`src/rtl/pool_window_pe_pkg.sv`:
```
`default_nettype none
// ============================================================================
//  Module      : pool_window_pe_pkg
//  Description : Shared constants and types for the pooling window PE.
//  Revision    : 1.0 - initial release
// ============================================================================
package pool_window_pe_pkg;

    // Default sample width shared with the feature-buffer path.
    localparam int FEATURE_WIDTH_DEF = 16;

    // Runtime pooling mode encodings (cfg_mode).
    localparam logic POOL_MODE_MAX = 1'b0;
    localparam logic POOL_MODE_AVG = 1'b1;

    // Window controller state.
    typedef enum logic [0:0] {
        ST_IDLE  = 1'b0,
        ST_ACCUM = 1'b1
    } pool_state_t;

endpackage : pool_window_pe_pkg
`default_nettype wire

```
`src/rtl/pool_window_pe_if.sv`:
```
`default_nettype none
// ============================================================================
//  Module      : pool_window_pe_if
//  Description : Valid/ready sample-in and result-out streams of the PE.
//  Revision    : 1.0 - initial release
// ============================================================================
interface pool_window_pe_if
    import pool_window_pe_pkg::*;
#(
    parameter int LANES         = 4,
    parameter int FEATURE_WIDTH = FEATURE_WIDTH_DEF
);
    logic                             in_valid;
    logic                             in_ready;
    logic [LANES*FEATURE_WIDTH-1:0]   in_data;
    logic                             out_valid;
    logic                             out_ready;
    logic [LANES*FEATURE_WIDTH-1:0]   out_data;

    // Producer of samples / consumer of results.
    modport master (
        output in_valid, in_data, out_ready,
        input  in_ready, out_valid, out_data
    );

    // The pooling PE itself.
    modport slave (
        input  in_valid, in_data, out_ready,
        output in_ready, out_valid, out_data
    );
endinterface : pool_window_pe_if
`default_nettype wire

```
`src/rtl/pool_window_pe_lane_alu.sv`:
```
`default_nettype none
// ============================================================================
//  Module      : pool_lane_alu
//  Description : One lane's combine (max / add) and finalise (shift, saturate).
//  Revision    : 1.0 - initial release
// ============================================================================
module pool_lane_alu
    import pool_window_pe_pkg::*;
#(
    parameter int FEATURE_WIDTH = FEATURE_WIDTH_DEF,
    parameter int ACC_W         = FEATURE_WIDTH + 4
)(
    input  logic                            mode,
    input  logic                            first,
    input  logic [3:0]                      shift,
    input  logic signed [ACC_W-1:0]         acc,
    input  logic signed [FEATURE_WIDTH-1:0] sample,
    output logic signed [ACC_W-1:0]         acc_next,
    output logic signed [FEATURE_WIDTH-1:0] result
);
    localparam logic signed [ACC_W-1:0] SAT_MAX =
        {{(ACC_W-FEATURE_WIDTH+1){1'b0}}, {(FEATURE_WIDTH-1){1'b1}}};
    localparam logic signed [ACC_W-1:0] SAT_MIN =
        {{(ACC_W-FEATURE_WIDTH+1){1'b1}}, {(FEATURE_WIDTH-1){1'b0}}};

    logic signed [ACC_W-1:0] w_x;
    logic signed [ACC_W-1:0] w_shifted;

    // Sign-extend the sample so max and sum both work at accumulator width.
    assign w_x       = ACC_W'(sample);
    assign w_shifted = acc_next >>> shift;

    // Combine: first sample loads, later samples take max or running sum.
    always_comb begin
        acc_next = w_x;
        if (!first) begin
            if (mode == POOL_MODE_AVG) begin
                acc_next = acc + w_x;
            end else begin
                acc_next = (w_x > acc) ? w_x : acc;
            end
        end
    end

    // Finalise: max result already fits; average is shifted then clipped.
    always_comb begin
        result = acc_next[FEATURE_WIDTH-1:0];
        if (mode == POOL_MODE_AVG) begin
            if (w_shifted > SAT_MAX) begin
                result = SAT_MAX[FEATURE_WIDTH-1:0];
            end else if (w_shifted < SAT_MIN) begin
                result = SAT_MIN[FEATURE_WIDTH-1:0];
            end else begin
                result = w_shifted[FEATURE_WIDTH-1:0];
            end
        end
    end

endmodule : pool_lane_alu
`default_nettype wire

```
`src/rtl/pool_window_pe.sv`:
```
`default_nettype none
// ============================================================================
//  Module      : pool_window_pe
//  Description : Multi-lane streaming max/average pooling over a serial window.
//  Revision    : 1.0 - initial release
// ============================================================================
module pool_window_pe
    import pool_window_pe_pkg::*;
#(
    parameter int FEATURE_WIDTH = FEATURE_WIDTH_DEF,
    parameter int LANES         = 4,
    parameter int MAX_WIN       = 16,
    parameter int CNT_W         = $clog2(MAX_WIN+1)
)(
    input  logic               DSP_clk,
    input  logic               rst,
    input  logic               cfg_mode,
    input  logic [CNT_W-1:0]   cfg_win_len,
    input  logic [3:0]         cfg_avg_shift,
    pool_window_pe_if.slave    bus,
    output logic               busy
);
    localparam int ACC_W = FEATURE_WIDTH + $clog2(MAX_WIN);

    pool_state_t                     r_state;
    pool_state_t                     w_state_nxt;
    logic [CNT_W-1:0]                r_count;
    logic [CNT_W-1:0]                r_win_len;
    logic                            r_mode;
    logic [3:0]                      r_shift;
    logic                            r_out_valid;
    logic [LANES*FEATURE_WIDTH-1:0]  r_out_data;
    logic [LANES*FEATURE_WIDTH-1:0]  w_result_flat;

    logic [CNT_W-1:0]  w_clamped;
    logic [CNT_W-1:0]  w_win_len;
    logic              w_mode;
    logic [3:0]        w_shift;
    logic              w_first;
    logic              w_last;
    logic              w_accept;
    logic              w_pop;

    // Clamp the requested window length into 1..MAX_WIN.
    always_comb begin
        w_clamped = cfg_win_len;
        if (cfg_win_len == '0) begin
            w_clamped = CNT_W'(1);
        end else if (cfg_win_len > CNT_W'(MAX_WIN)) begin
            w_clamped = CNT_W'(MAX_WIN);
        end
    end

    // On the first sample the live config applies; afterwards the latched copy.
    assign w_first   = (r_state == ST_IDLE);
    assign w_mode    = w_first ? cfg_mode      : r_mode;
    assign w_shift   = w_first ? cfg_avg_shift : r_shift;
    assign w_win_len = w_first ? w_clamped     : r_win_len;
    assign w_last    = (r_count == (w_win_len - CNT_W'(1)));

    // Only the closing sample needs the output register free.
    assign bus.in_ready  = ~(w_last & r_out_valid & ~bus.out_ready);
    assign w_accept      = bus.in_valid & bus.in_ready;
    assign w_pop         = r_out_valid & bus.out_ready;
    assign bus.out_valid = r_out_valid;
    assign bus.out_data  = r_out_data;
    assign busy          = (r_state == ST_ACCUM);

    // State register.
    always_ff @(posedge DSP_clk or posedge rst) begin
        if (rst) begin
            r_state <= ST_IDLE;
        end else begin
            r_state <= w_state_nxt;
        end
    end

    // Next state: open a window on a non-final first accept, close on the last.
    always_comb begin
        w_state_nxt = r_state;
        case (r_state)
            ST_IDLE:  if (w_accept && !w_last) w_state_nxt = ST_ACCUM;
            ST_ACCUM: if (w_accept && w_last)  w_state_nxt = ST_IDLE;
            default:  w_state_nxt = ST_IDLE;
        endcase
    end

    // Sample counter and per-window config latch.
    always_ff @(posedge DSP_clk or posedge rst) begin
        if (rst) begin
            r_count   <= '0;
            r_win_len <= '0;
            r_mode    <= POOL_MODE_MAX;
            r_shift   <= '0;
        end else if (w_accept) begin
            r_count <= w_last ? '0 : r_count + CNT_W'(1);
            if (w_first) begin
                r_mode    <= cfg_mode;
                r_win_len <= w_clamped;
                r_shift   <= cfg_avg_shift;
            end
        end
    end

    // Single output register; a new result may replace the one being popped.
    always_ff @(posedge DSP_clk or posedge rst) begin
        if (rst) begin
            r_out_valid <= 1'b0;
            r_out_data  <= '0;
        end else if (w_accept && w_last) begin
            r_out_valid <= 1'b1;
            r_out_data  <= w_result_flat;
        end else if (w_pop) begin
            r_out_valid <= 1'b0;
        end
    end

    for (genvar i = 0; i < LANES; i++) begin : g_lanes
        logic signed [ACC_W-1:0]         r_acc;
        logic signed [ACC_W-1:0]         w_acc_nxt;
        logic signed [FEATURE_WIDTH-1:0] w_res;

        pool_lane_alu #(
            .FEATURE_WIDTH (FEATURE_WIDTH),
            .ACC_W         (ACC_W)
        ) u_alu (
            .mode     (w_mode),
            .first    (w_first),
            .shift    (w_shift),
            .acc      (r_acc),
            .sample   (bus.in_data[i*FEATURE_WIDTH +: FEATURE_WIDTH]),
            .acc_next (w_acc_nxt),
            .result   (w_res)
        );

        assign w_result_flat[i*FEATURE_WIDTH +: FEATURE_WIDTH] = w_res;

        // Per-lane accumulator advances on every accepted sample.
        always_ff @(posedge DSP_clk or posedge rst) begin
            if (rst) begin
                r_acc <= '0;
            end else if (w_accept) begin
                r_acc <= w_acc_nxt;
            end
        end
    end

endmodule : pool_window_pe
`default_nettype wire

```
`src/flat_wrapper.sv`:
```
// flat-port wrapper written by rule: the top's interface ports become plain ports
module pool_window_pe_flat import pool_window_pe_pkg::*;
#(
    parameter int FEATURE_WIDTH = FEATURE_WIDTH_DEF,
    parameter int LANES         = 4,
    parameter int MAX_WIN       = 16,
    parameter int CNT_W         = $clog2(MAX_WIN+1)
)
  (DSP_clk, rst, cfg_mode, cfg_win_len, cfg_avg_shift, busy, bus_in_valid, bus_in_data, bus_out_ready, bus_in_ready, bus_out_valid, bus_out_data);
  pool_window_pe_if #(.LANES(LANES), .FEATURE_WIDTH(FEATURE_WIDTH)) bus_i ();
  input  logic DSP_clk;
  input  logic rst;
  input  logic cfg_mode;
  input  logic [CNT_W-1:0] cfg_win_len;
  input  logic [3:0] cfg_avg_shift;
  output logic busy;
  input wire logic [$bits(bus_i.in_valid)-1:0] bus_in_valid;
  input wire logic [$bits(bus_i.in_data)-1:0] bus_in_data;
  input wire logic [$bits(bus_i.out_ready)-1:0] bus_out_ready;
  output wire logic [$bits(bus_i.in_ready)-1:0] bus_in_ready;
  output wire logic [$bits(bus_i.out_valid)-1:0] bus_out_valid;
  output wire logic [$bits(bus_i.out_data)-1:0] bus_out_data;
  assign bus_i.in_valid = bus_in_valid;
  assign bus_i.in_data = bus_in_data;
  assign bus_i.out_ready = bus_out_ready;
  assign bus_in_ready = bus_i.in_ready;
  assign bus_out_valid = bus_i.out_valid;
  assign bus_out_data = bus_i.out_data;
  pool_window_pe #(.FEATURE_WIDTH(FEATURE_WIDTH), .LANES(LANES), .MAX_WIN(MAX_WIN), .CNT_W(CNT_W)) u_core (.DSP_clk(DSP_clk), .rst(rst), .cfg_mode(cfg_mode), .cfg_win_len(cfg_win_len), .cfg_avg_shift(cfg_avg_shift), .bus(bus_i), .busy(busy));
endmodule
```
`config.mk`:
```
export PLATFORM = sky130hd
export DESIGN_NAME = pool_window_pe_flat
export DESIGN_NICKNAME = d
export VERILOG_FILES = /design/src/rtl/pool_window_pe_pkg.sv /design/src/rtl/pool_window_pe_if.sv /design/src/rtl/pool_window_pe_lane_alu.sv /design/src/rtl/pool_window_pe.sv /design/src/flat_wrapper.sv
export SDC_FILE = /design/constraint.sdc
export NUM_CORES = 1
export LEC_CHECK = 0
export CELL_PAD_IN_SITES_DETAIL_PLACEMENT = 0
export CELL_PAD_IN_SITES_GLOBAL_PLACEMENT = 1
export CORE_MARGIN = 1.5
export CORE_UTILIZATION = 45
export CTS_CLUSTER_SIZE = 10
export DETAILED_ROUTE_END_ITERATION = 16
export PLACE_DENSITY_LB_ADDON = 0.1
export SLEW_MARGIN = 20
export SYNTH_ARGS = -nofsm -noshare
export SYNTH_HDL_FRONTEND = slang
export SYNTH_SLANG_ARGS = --single-unit
```
`constraint.sdc`:
```
create_clock -name DSP_clk -period 6.9 [get_ports DSP_clk]
set_input_delay 1.38 -clock DSP_clk [delete_from_list [all_inputs] [get_ports DSP_clk]]
set_output_delay 1.38 -clock DSP_clk [all_outputs]
set_load 0.05 [all_outputs]
```
==> results of run 1 <==
[stage by stage]
step	hold WS, ns	utilization [%]	cells	worst slack [ns]
after floorplan	0.4502	-	2721	1.172
after global placement	0.4638	50.43	3348	0.4534
after detailed placement	0.4718	50.43	3348	0.4296
after CTS	0.4894	51.87	3379	0.9220
after global routing	0.5234	51.87	3379	0.4196
final	0.4867	51.87	3379	0.7951
[flip-flops by register name (all words and copies together) (netlist names), named ones only]
register,flops
u_core.g_lanes.r_acc,80
u_core.bus.out_data,64
u_core.r_count,5
u_core.r_win_len,5
u_core.r_shift,4
u_core.bus.out_valid,1
u_core.r_mode,1
[logic make-up (layout without fill, tap and decap cells)]
kind of cell             Yosys count  in the layout  share of synthesized area [%]
AO/OA/AOI/OAI                   1038           1038                          34.75
XOR/XNOR                          44             44                          1.917
adder cells (fa/ha/maj)          162            162                          10.23
buffers and inverters            339            405                          6.634
flip-flops                       161            161                          20.04
multiplexers                     107            107                          5.738
AND/OR/NAND/NOR                  870            870                          20.69
[worst max-delay path, delay by kind of cell]
kind | cells | cell delay [ns]
compound gates | 6 | 1.76
fa+ha+maj | 1 | 0.39
simple gates | 4 | 1.16
mux | 2 | 0.94
buf+inv | 2 | 0.82
[area by class of cell]
type	count	share of cell area, %
inverters	156	2.581
flip-flops and latches	161	17.63
multi-input cells	2221	64.89
well taps	592	3.237
clock inverters	12	0.7982
clock buffers	19	1.979
repair buffers	218	8.890
[placed cells by master, fill, tap and decap left out, types with 14 or more instances in the layout]
cell type        count
nor2b_1             37
o22ai_1             27
o21bai_1            18
o211ai_1            59
a211oi_1            59
clkdlybuf4s50_1    144
nor4_1              17
nand3_1             86
nand2b_1            26
xnor2_1             32
o2111ai_1           20
inv_1              152
nor2_1             235
mux2_2              38
nand2_1            238
a31oi_1             35
o21ai_0            212
o221ai_1            21
or3_1               25
a21oi_1            269
dfrtp_1            159
a22oi_1             20
ha_1               158
a221oi_1            14
and2_1              14
nand4_1             31
clkbuf_16           17
nor3_1              90
a211o_1             19
buf_4               71
a21o_1              24
mux2i_1             63
o31ai_1             21
[path summary, 6_finish.rpt]
check | to | slack [ns] | depth (start not counted)
worst max-delay path | u_core.bus.out_data[44] | 0.80 | 15
worst min-delay path | u_core.r_win_len[2] | 0.49 | 2
worst max register to register | u_core.bus.out_data[21] | 1.69 | 13
worst min register to register | u_core.r_win_len[2] | 0.49 | 2
max in group asynchronous | u_core.g_lanes[3].r_acc[0] | 4.32 | 3
min in group asynchronous | u_core.g_lanes[2].r_acc[9] | 1.31 | 2
[Yosys cell counts, drive strengths merged (32+ instances only)]
master | number | area [sq um]
clkbuf | 125 | 471.7
mux2 | 40 | 457.9
o211ai | 60 | 455.4
nand2 | 239 | 897.1
xnor2 | 32 | 280.3
o21ai | 224 | 1125
nor2 | 238 | 893.4
nand3 | 87 | 447.9
nor3 | 91 | 460.4
ha | 158 | 1977
mux2i | 65 | 650.6
a31oi | 36 | 240.2
nand4 | 35 | 244.0
buf | 58 | 276.5
inv | 154 | 578.1
nor2b | 37 | 231.5
a21oi | 274 | 1375
a211oi | 60 | 455.4
dfrtp | 161 | 4029
[layer usage]
metal | GRT usage, % | wire [um] | vias up
met4 | 11.69 | 2276 | 4
li1 | - | - | 10325
met1 | 51.67 | 38240 | 10875
met5 | 0 | 20 | -
met3 | 7.504 | 8048 | 180
met2 | 55.49 | 36960 | 1217
==> summary.txt, run 1 <==
Status
  – Outcome: completed

Synth
  – Yosys reg bits: 161
  – Syn Nets: 2961
  – YS warnings: 0
  – Syn_area_per_cell: 7.389 sq um
  – Seq/Total Area, Yosys: 20.04%
  – Synth cell types: 107
  – Ys async rst share: 100.0%
  – Post-synth EDFFs: 0
  – Syn Inst Count: about 2700
  – Cell Area, Synth: between 20000 and 25000 sq um
  – Top FF cell, synth: dfrtp_1

Place
  – IO buf count: around 140
  – Hpwl dp: between 60000 and 70000 um
  – DP Area: 22250 sq um
  – RePlAce Congestion: about 0.96

Detailed routing
  – Vias per cell: about 6.7
  – Vias: between 20000 and 25000
  – Routed length per instance: about 25 um
  – DR iter-0 viols: 2446
  – DRT antenna net count: 0
  – Drc violations: 0
  – Routed wire length: roughly 86000 um
  – DRT Pass-1 Iters: 7

Global route
  – Total congestion overflow: 0
  – Initial antenna violation count: 3
  – First-pass GRT wire length: between 100000 and 150000 um
  – Total track usage: a little over a third
  – Largest net degree at the start of global routing: around 170
  – Vias in the first global route: about 21000

Critical path
  – Crit-path slowest cell: mux2i_2
  – Critical path required time: about 7.3 ns
  – Crit path capture type: flip-flop
  – CP peak stage delay: roughly 0.64 ns
  – Critical Path AT: 6.48 ns
  – Worst path cell trace: clkdlybuf4s50_1 > buf_4 > ha_1 > nand4_2 > or4_1 > a21o_1 > nand4_2 > mux2i_2 > nor2_1 > a221o_1 > mux2_2 > o21ai_0 > o21ai_0 > o211ai_1 > a211oi_1
  – Setup crit start: bus_in_data[47]
  – Startpoint types: input port
  – CP Class: in -> reg
  – Worst-path fanout max: 11

CTS
  – Num CTS Buffers: 17
  – Root Buffer: clkbuf_16
  – Hold Buf Count CTS: 0
  – Clock H-tree levels: 4
  – CTS tree: yes
  – Max Buffers Root-to-Sink: 2
  – Number of clock sinks: about 160
  – Clk pin slew, worst setup/hold paths: ~0.080 ns
  – Post-CTS Resized: 0
  – Worst-Skew Late Latency: 0.51 ns
  – Postcts setup bufs: 0

Timing
  – Tmin final: about 6.1 ns
  – Setup TNS: 0 ns
  – Worst Tran Pin Value: approximately 1.2 ns
  – Max Slew Vio Count: 0
  – Tcrit/Tclk final: between 80% and 90%
  – Max Freq: about 160 MHz
  – Slew margin rel.: roughly a fifth
  – Final setup vio count: 0
  – Worst Skew: around 0.015 ns
  – Fin. Hold Viols: 0
  – RSZ-0062 raised after global routing: no

Floorplanning
  – Chip Width: 214.4 um
  – Die area: about 46000 sq um
  – Core outline area: roughly 44000 sq um
  – Initial Utilization: about 46%
  – Die Y: about 210 um
  – I/O Pins: between 100 and 150
  – Placement Rows: 77

Layout
  – Fin area: approximately 23000 sq um
  – Fillers: ~4400
  – Post-layout nets: about 3000
  – Sequential Area: 4034 sq um
  – Layout cells sized above 1: 8.145%
  – Area grow syn2layout: 13.83%
  – Combined area of the multi-input logic cells: roughly 15000 sq um
  – Diode count: 0

Worst hold path
  – Worst hold start: u_core.r_win_len[2]
  – Worst min path class: reg -> reg

Run
  – MaxCap Viol Count: 0
Power of run 1 is not shown: default switching activity piles up to over one toggle a cycle in this logic, so the estimate is an artifact.
==> run 2, diff against run 1 <==
CORE_ASPECT_RATIO = 1.5   (was unset)
CTS_CLUSTER_DIAMETER = 50   (was unset)
==> run 2 against run 1 <==
First-iteration DRC count shrank 7.4%. Flip-flop and latch count is the same. Cell count shrank 0.27%. Hold slack is essentially flat. Cell area shrank 0.26%. Non-clock buffer count grew 5. Sequential share of layout area is essentially flat. Clock-buffer cell count is the same. Clock skew shrank 0.0016 ns. Via count shrank 0.32%. Routed wire length shrank 0.32%.
==> summary.txt, run 2 (synthesis results as in run 1) <==
CTS
  – Post-CTS Resized: 0 (unchanged)
  – Max Buffers Root-to-Sink: 2 (unchanged)
  – Clock H-tree levels: 4 (unchanged)
  – CTS tree: yes (unchanged)
  – Clk pin slew, worst setup/hold paths: 0.08 ns (about the same)
  – Hold Buf Count CTS: 0 (unchanged)
  – Worst-Skew Late Latency: 0.48 ns (was 0.51 ns)
  – Number of clock sinks: 161 (unchanged)
  – Postcts setup bufs: 0 (unchanged)
  – Num CTS Buffers: 17 (unchanged)
  – Root Buffer: clkbuf_16 (unchanged)

Timing
  – Tmin final: 6.171 ns (was 6.105 ns)
  – Final WS setup: 0.7289 ns (was 0.7951 ns)
  – Tcrit/Tclk final: 89.44% (was 88.48%)
  – Fin. Hold Viols: 0 (unchanged)
  – Max Slew Vio Count: 0 (unchanged)
  – Final setup vio count: 0 (unchanged)
  – Worst Tran Pin Value: 1.071 ns (was 1.196 ns)
  – Setup TNS: 0 ns (unchanged)
  – Slew margin rel.: 27.69% (was 20.15%)
  – Worst Skew: 0.01359 ns (was 0.01518 ns)
  – Max Freq: 162.0 MHz (was 163.8 MHz)
  – RSZ-0062 raised after global routing: no (unchanged)

Detailed routing
  – Routed wire length: 85270 um (was 85540 um)
  – DRT antenna net count: 0 (unchanged)
  – Routed length per instance: 25.30 um (was 25.32 um)
  – Drc violations: 0 (unchanged)
  – Vias per cell: 6.685 (was 6.689)
  – DRT Pass-1 Iters: 6 (was 7)
  – Vias: 22529 (was 22601)
  – DR iter-0 viols: 2264 (was 2446)

Place
  – IO buf count: 144 (unchanged)
  – Dpl ws: 0.3614 ns (was 0.4296 ns)
  – RePlAce Congestion: 1.013 (was 0.9592)
  – Hpwl dp: 63480 um (was 61630 um)

Layout
  – Post-layout nets: 3020 (was 3015)
  – Most common cell after layout, fill and taps aside: a21oi_1 (unchanged)
  – Fillers: 4424 (was 4365)
  – Area grow syn2layout: 13.53% (was 13.83%)
  – Top reg by flops: u_core.g_lanes.r_acc (unchanged)
  – Commonest cells after routing, fill and taps aside: a21oi_1 (269), nand2_1 (238), nor2_1 (236), o21ai_0 (212), dfrtp_1 (159) (was a21oi_1 (269), nand2_1 (238), nor2_1 (235), o21ai_0 (212), dfrtp_1 (159))
  – Layout cells sized above 1: 8.271% (was 8.145%)
  – Max reg flops: 80 (unchanged)

Global route
  – Total track usage: 36.75% (was 36.55%)
  – Initial antenna violation count: 2 (was 3)
  – Vias in the first global route: 22287 (was 21462)
  – Largest net degree at the start of global routing: 90 (was 172)
  – Total congestion overflow: 0 (unchanged)
  – First-pass GRT wire length: 131000 um (was 131300 um)

Floorplanning
  – Placement Rows: 94 (was 77)
  – Chip Width: 175.6 um (was 214.4 um)
  – Die Y: 261.9 um (was 214.4 um)
  – I/O Pins: 145 (unchanged)
  – Core outline area: 43990 sq um (was 44120 sq um)
  – Die area: 45980 sq um (was 45960 sq um)
  – Initial Utilization: 45.71% (was 45.57%)

Critical path
  – Critical path required time: 7.25 ns (was 7.28 ns)
  – Startpoint types: input port (unchanged)
  – Critical Path AT: 6.52 ns (was 6.48 ns)
  – CP Class: in -> reg (unchanged)
  – Crit path capture type: flip-flop (unchanged)
  – Worst-path fanout max: 11 (unchanged)

Status
  – Outcome: completed (unchanged)

Run
  – MaxCap Viol Count: 0 (unchanged)

Worst hold path
  – Worst min path class: reg -> reg (unchanged)
[run 2: layout make-up]
cell class | count | area (sq um) | area share [%]
repair buffers | 223 | 2047 | 8.968
well taps | 576 | 720.7 | 3.157
clock buffers | 19 | 442.9 | 1.940
clock inverters | 13 | 140.1 | 0.6139
diodes | 1 | 2.502 | 0.01096
flip-flops and latches | 161 | 4034 | 17.67
multi-input cells | 2221 | 14850 | 65.05
inverters | 156 | 590.6 | 2.587
[run 2: worst paths after layout]
check                               startpoint                       to  slack, ns  cells after the start
max                            bus_in_data[15]   u_core.bus.out_data[4]       0.73                     15
min                        u_core.r_win_len[2]      u_core.r_win_len[2]       0.49                      2
max reg2reg                  u_core.r_shift[0]  u_core.bus.out_data[44]       1.81                     12
min reg2reg                u_core.r_win_len[2]      u_core.r_win_len[2]       0.49                      2
max in group asynchronous                  rst            u_core.r_mode       4.21                      3
min in group asynchronous                  rst  u_core.bus.out_data[47]       1.45                      2
[run 2: metrics by stage]
stage                     cell area, sq um  std cells  util, %  hold WS, ns
after floorplan                      20110       2721        -       0.4502
after global placement               22240       3337    50.56       0.4640
after detailed placement             22240       3337    50.56       0.4712
after CTS                            22820       3369    51.89       0.4897
after global routing                 22820       3369    51.89       0.5033
final                                22830       3370    51.89       0.4869
[run 2: metal layers]
metal | wire [um] | vias up | global-route usage [%]
met2 | 40070 | 1136 | 61.78
met5 | 0 | - | 0
met3 | 5743 | 312 | 4.557
li1 | - | 10314 | -
met1 | 34580 | 10767 | 45.72
met4 | 4884 | 0 | 20.16
[run 2: critical path: stages]
cell,delay (ns)
clkdlybuf4s50_1,0.56
buf_4,0.27
ha_1,0.42
nand4_2,0.22
nor4_2,0.46
o21ai_1,0.24
a41oi_1,0.38
o21ai_1,0.32
buf_4,0.29
o311ai_0,0.88
nor2_1,0.14
a211oi_1,0.36
o32ai_1,0.11
o21ai_0,0.36
a21oi_1,0.12
Power of run 2 is left out for the same reason.
